===== src/rtl/aes_key_expander.sv =====
// AES-128 key schedule: expands one cipher key into 11 round keys, one S-Box byte per ROM access.
// Latency 10*(4*(1+ROM_WAIT)+1) clk from init to ready; no backpressure, init is ignored while busy.
`timescale 1ns/1ps
module aes_key_expander #(
   parameter int ROM_WAIT = 1
) (
   input  logic         clk,
   input  logic         reset_n,
   input  logic         init,
   input  logic [127:0] key,
   input  logic [3:0]   round,
   output logic [127:0] round_key,
   output logic         ready,
   output logic [7:0]   rom_addr,
   input  logic [7:0]   rom_data,
   output logic         rom_ce_n,
   output logic         rom_oe_n
);

   localparam logic [1:0] S_IDLE    = 2'd0;
   localparam logic [1:0] S_LOOKUP  = 2'd1;
   localparam logic [1:0] S_COMBINE = 2'd2;

   localparam logic [2:0] WAIT_LAST = 3'(ROM_WAIT);

   logic [1:0]   state;
   logic [127:0] k_store [0:10];
   logic [31:0]  w0, w1, w2, w3;
   logic [31:0]  sub_word;
   logic [3:0]   r_cnt;
   logic [1:0]   byte_cnt;
   logic [2:0]   wait_cnt;

   logic [31:0]  t_word;
   logic [31:0]  nw0, nw1, nw2, nw3;

   // Byte b (MSB first) of RotWord(w).
   function automatic logic [7:0] temp_byte(input logic [31:0] w, input logic [1:0] b);
      logic [31:0] rot;
      rot = {w[23:0], w[31:24]};
      case (b)
         2'd0:    return rot[31:24];
         2'd1:    return rot[23:16];
         2'd2:    return rot[15:8];
         default: return rot[7:0];
      endcase
   endfunction

   function automatic logic [7:0] rcon(input logic [3:0] r);
      case (r)
         4'd1:    return 8'h01;
         4'd2:    return 8'h02;
         4'd3:    return 8'h04;
         4'd4:    return 8'h08;
         4'd5:    return 8'h10;
         4'd6:    return 8'h20;
         4'd7:    return 8'h40;
         4'd8:    return 8'h80;
         4'd9:    return 8'h1b;
         4'd10:   return 8'h36;
         default: return 8'h00;
      endcase
   endfunction

   always_comb begin
      t_word = sub_word ^ {rcon(r_cnt), 24'h0};
      nw0    = w0 ^ t_word;
      nw1    = w1 ^ nw0;
      nw2    = w2 ^ nw1;
      nw3    = w3 ^ nw2;
   end

   always_comb begin
      round_key = '0;
      if (round <= 4'd10) begin
         round_key = k_store[round];
      end
   end

   always_ff @(posedge clk or negedge reset_n) begin
      if (!reset_n) begin
         state    <= S_IDLE;
         w0       <= '0;
         w1       <= '0;
         w2       <= '0;
         w3       <= '0;
         sub_word <= '0;
         r_cnt    <= '0;
         byte_cnt <= '0;
         wait_cnt <= '0;
         ready    <= 1'b0;
         rom_addr <= 8'h00;
         rom_ce_n <= 1'b1;
         rom_oe_n <= 1'b1;
         for (int i = 0; i < 11; i++) begin
            k_store[i] <= '0;
         end
      end else begin
         case (state)
            S_IDLE: begin
               if (init) begin
                  k_store[0]           <= key;
                  {w0, w1, w2, w3}     <= key;
                  r_cnt                <= 4'd1;
                  byte_cnt             <= 2'd0;
                  wait_cnt             <= 3'd0;
                  ready                <= 1'b0;
                  rom_addr             <= temp_byte(key[31:0], 2'd0);
                  rom_ce_n             <= 1'b0;
                  rom_oe_n             <= 1'b0;
                  state                <= S_LOOKUP;
               end
            end
            S_LOOKUP: begin
               // Data is taken once the address has been held for ROM_WAIT further edges.
               if (wait_cnt == WAIT_LAST) begin
                  sub_word <= {sub_word[23:0], rom_data};
                  wait_cnt <= 3'd0;
                  if (byte_cnt == 2'd3) begin
                     state <= S_COMBINE;
                  end else begin
                     byte_cnt <= byte_cnt + 2'd1;
                     rom_addr <= temp_byte(w3, byte_cnt + 2'd1);
                  end
               end else begin
                  wait_cnt <= wait_cnt + 3'd1;
               end
            end
            S_COMBINE: begin
               k_store[r_cnt]   <= {nw0, nw1, nw2, nw3};
               {w0, w1, w2, w3} <= {nw0, nw1, nw2, nw3};
               byte_cnt         <= 2'd0;
               wait_cnt         <= 3'd0;
               if (r_cnt == 4'd10) begin
                  ready    <= 1'b1;
                  rom_ce_n <= 1'b1;
                  rom_oe_n <= 1'b1;
                  state    <= S_IDLE;
               end else begin
                  r_cnt    <= r_cnt + 4'd1;
                  rom_addr <= temp_byte(nw3, 2'd0);
                  state    <= S_LOOKUP;
               end
            end
            default: state <= S_IDLE;
         endcase
      end
   end

endmodule


===== config.mk =====
export PLATFORM = sky130hd
export DESIGN_NAME = aes_key_expander
export DESIGN_NICKNAME = d
export VERILOG_FILES = /design/src/rtl/aes_key_expander.sv
export SDC_FILE = /design/constraint.sdc
export NUM_CORES = 2
export LEC_CHECK = 0
export BUFFER_PORTS_ARGS = -buffer_cell sky130_fd_sc_hd__buf_2
export CAP_MARGIN = 10
export CORE_ASPECT_RATIO = 1.4
export CORE_MARGIN = 4
export CORE_UTILIZATION = 30
export CTS_CLUSTER_SIZE = 14
export DETAILED_ROUTE_END_ITERATION = 8
export GPL_ROUTABILITY_DRIVEN = 0
export GPL_TIMING_DRIVEN = 1
export REMOVE_ABC_BUFFERS = 1
export SYNTH_ARGS = -nofsm -noshare
export SYNTH_HDL_FRONTEND = slang
export SYNTH_SLANG_ARGS = --single-unit

===== constraint.sdc =====
create_clock -name clk -period 2.03 [get_ports clk]
set_input_delay 0.1015 -clock clk [delete_from_list [all_inputs] [get_ports clk]]
set_output_delay 0.1015 -clock clk [all_outputs]
set_load 0.03 [all_outputs]

==> impl_metrics.csv <==
group,metric,value,unit
sta,finalClockSkew,0.0393,ns
synth,ys_ff_latch,1589,
clocking,cts_made_buffers,158,
final_layout,layout_commonest_cell,"dfrtp_1",
sta,tns,-65.76,ns
synth,synth_cell_types,60,
worst_setup_path,ff2ff_setup_slack,-0.19,ns
sta,finalCriticalPeriod,2.37,ns
power,comb_power_share,34.4,%
place,pre_cts_slack,-0.233,ns
power,power_frac_seq,37.6,%
global_routing,grt_first_pass_wirelength,390000,microns
clocking,cts_root_buf,"clkbuf_16",
final_layout,fin_area,0.0954,sq mm
power,peakVddDrop,0.000698,V
global_routing,antenna_found_initial,29,
hold_path,hp-class,"input port to asynchronous set/reset pin",
clocking,cts.sinks,1589,
place,dpl-instance-area,0.0841,sq mm
sta,fin_hold_ws,0.0559,ns
sta,drv_slew,0,
global_routing,grt_overflow,0,
outcome,run_status,"complete, but fails checks",
synth,synth-edff-count,0,
place,dp.cells,10900,
global_routing,grtUsageMet3,2.24,%
worst_setup_path,worstPathArrival,2.27,ns
global_routing,grt_util_met2,34.0,%
worst_setup_path,slowest_delay,0.48,ns
synth,async_flop_share,100,%
final_layout,final_cell_mix,"1584 x dfrtp_1, 1406 x nand2_1, 1315 x o21ai_0, 622 x buf_4, 403 x mux2i_1",
route,vias,59800,
worst_setup_path,cp_num_buf_inv,2,
worst_setup_path,timing.critical_path.from,"k_store[1031]$_DFFE_PN0P_",
place,hpwl,178000,microns
worst_setup_path,critPathCaptureType,"output port",
sta,layout_setup_ws,-0.340,ns
synth,synthTopCellsByArea,"dfrtp_1 55%, o21ai_0 11%, nand2_1 7.4%, mux2i_1 5.6%, mux4_2 4.0%",
clocking,h-tree-depth,4,
route,drtIter0Drc,4956,
power,p_clk_share,28.0,%
route,drt_wl_total,270000,microns
synth,syn_inst,7305,
route,antenna_left,0,
sta,max_freq,0.422,GHz
worst_setup_path,slowest_stage,"mux4_2",
clocking,path_clk_slew,0.06,ns
global_routing,grt_pass1_vias,59700,
power,power_per_cell_area,1130,mW/mm^2
route,wl_per_cell,23.6,microns
final_layout,fin_nets,8255,
outcome,violations,"setup timing",
clocking,clk_latency,0.81,ns
floorplanning,start_util,30.2,%
sta,setup_viol,756,
synth,synth_top_area_share,54.6,%
floorplanning,rows,213,
final_layout,drive_gt1_share,24.3,%
clocking,tritoncts,"done",
place,io_buffers,281,
sta,tightest_slew,0.946,ns
global_routing,use_met1,25.5,%
sta,rsz0062_at_grt,"yes",
worst_setup_path,cp_top_family,"multiplexers",
power,intPower,69.6,mW
clocking,clockBufferDepth,4,
global_routing,grt_busiest_layer,"met2",
floorplanning,die_width,424,microns
worst_setup_path,setup.worst_path.start_class,"flip-flop",
floorplanning,ioPinCount,282,
power,switching_share,35.3,%
worst_setup_path,critPathKind,"flip-flop to output port",
power,total_leakage_power,42.8,nW
power,p_sw,38.0,mW
floorplanning,dieHeight,591,microns
route,dr.pass1.iters,8,
sta,max_slew_margin,37.0,%
synth,yosysTopAreaCell,"dfrtp_1",
floorplanning,die-area,0.251,sq mm
floorplanning,core_area,0.241,sq mm
worst_setup_path,crit_path_cell_trace,"mux4_2 -> o21ai_2 -> o21ai_1 -> buf_4 -> buf_6",
worst_setup_path,rr_startpoint,"r_cnt[0]$_DFFE_PN0P_",
synth,ys_seq_area_share,54.7,%
route,via_per_inst,5.22,
route,drc,0,
synth,syn_area,0.0728,sq mm
flow_run,drv_cap,0,
sta,hold_violations,0,
synth,synth_top_flop_cell,"dfrtp_1",
worst_setup_path,critical_path.max_fanout,2,
synth,avgSynthCellArea,9.96,sq um
final_layout,final_cells,11500,
worst_setup_path,required,1.93,ns
global_routing,grt_max_degree,111,
sta,finalCritPeriodShare,117,%
global_routing,grtUsageTotal,20.4,%
synth,yosysWarnings,0,
final_layout,area_delta_synth_final,31.2,%
## worst min-delay path, stage by stage
cell,delay [ns]
dlygate4sd3_1,0.59
buf_12,0.25
buf_12,0.27
## synth_stat cells (17+ instances only)
master and count:
mux4_2 128, o21ai_1 21, o21ai_0 1644, mux2_2 33, o21ai_2 23, nand2_1 1430
xnor2_1 65, clkbuf_1 545, o2bb2ai_1 23, o22ai_1 168, a22oi_1 19, nor2_1 214
o21a_1 21, xnor3_1 29, mux2i_1 405, dfrtp_1 1588, buf_1 20, xor2_2 17
a21oi_1 376, xor2_1 68, nand3_1 42, a221oi_1 137, buf_2 130, inv_1 21
## worst paths after layout
check / endpoint / cells past startpoint
max in group asynchronous: w2[1]$_DFFE_PN0P_ / 4
worst min-delay path: k_store[541]$_DFFE_PN0P_ / 3
worst max-delay path: round_key[7] / 5
worst min register to register: k_store[931]$_DFFE_PN0P_ / 2
worst max register to register: k_store[1289]$_DFFE_PN0P_ / 11
min in group clk: sub_word[5]$_DFFE_PN0P_ / 3
## cell families (layout without fill, tap and decap cells)
logic type | count (synthesis) | in the layout | synth area share [%]
other cells | 0 | 12 | 0
compound gates | 2481 | 2481 | 18.6
fa+ha+maj | 15 | 15 | 0.258
buf+inv | 727 | 1635 | 4.03
xor+xnor | 190 | 190 | 3.14
simple gates | 1736 | 1736 | 9.21
mux | 567 | 567 | 10.1
flops | 1589 | 1589 | 54.7
## flip-flops by register name, summed over array words and instances (netlist names)
register / flops
byte_cnt: 2
k_store: 1408
r_cnt: 4
ready: 1
rom_addr: 8
rom_oe_n: 1
state: 2
sub_word: 32
w0: 32
w1: 32
w2: 32
w3: 32
wait_cnt: 3
## stage by stage
step | power (mW) | utilization (%)
3_5_place_dp | 73.5 | 34.9
4_1_cts | 106 | 38.5
2_1_floorplan | 54.6 | -
5_1_grt | 112 | 39.6
3_3_place_gp | 72.6 | 34.9
6_report | 108 | 39.6
## repair_timing
item                                    in CTS  in global routing
gates resized for setup                    579                445
pin swaps                                   55                151
endpoints found under the setup margin     557               1142
endpoints found under the hold margin     1866                  0
hold buffers                               139                  0
buffers inserted                            95                 92
cloned                                      13                 27
## power by group through the flow
stage,registers [mW],clock network [mW],logic [mW]
after floorplan,39.9,0,14.7
after global routing,41.0,31.8,39.6
after detailed placement,40.9,0,32.6
after global placement,40.5,0,32.1
after CTS,40.3,30.7,35.0
final,40.4,30.2,37.0
## layer usage
layer	share of wire, %	wire length, microns
met4	7.5	20300
met3	5.1	13800
met1	40	107000
met5	0.033	89
met2	48	129000
## layout make-up
type / instances / area, sq um
Timing Repair Buffer: 1337 / 14300
Clock inverter: 38 / 475
Fill cell: 23200 / 145000
Antenna cell: 12 / 30.0
Tap cell: 3225 / 4040
Clock buffer: 238 / 4730
Multi-Input combinational cell: 4989 / 32000
Inverter: 22 / 95.1
Sequential cell: 1589 / 39800
Note: power is estimated with default switching activity, not from simulation.
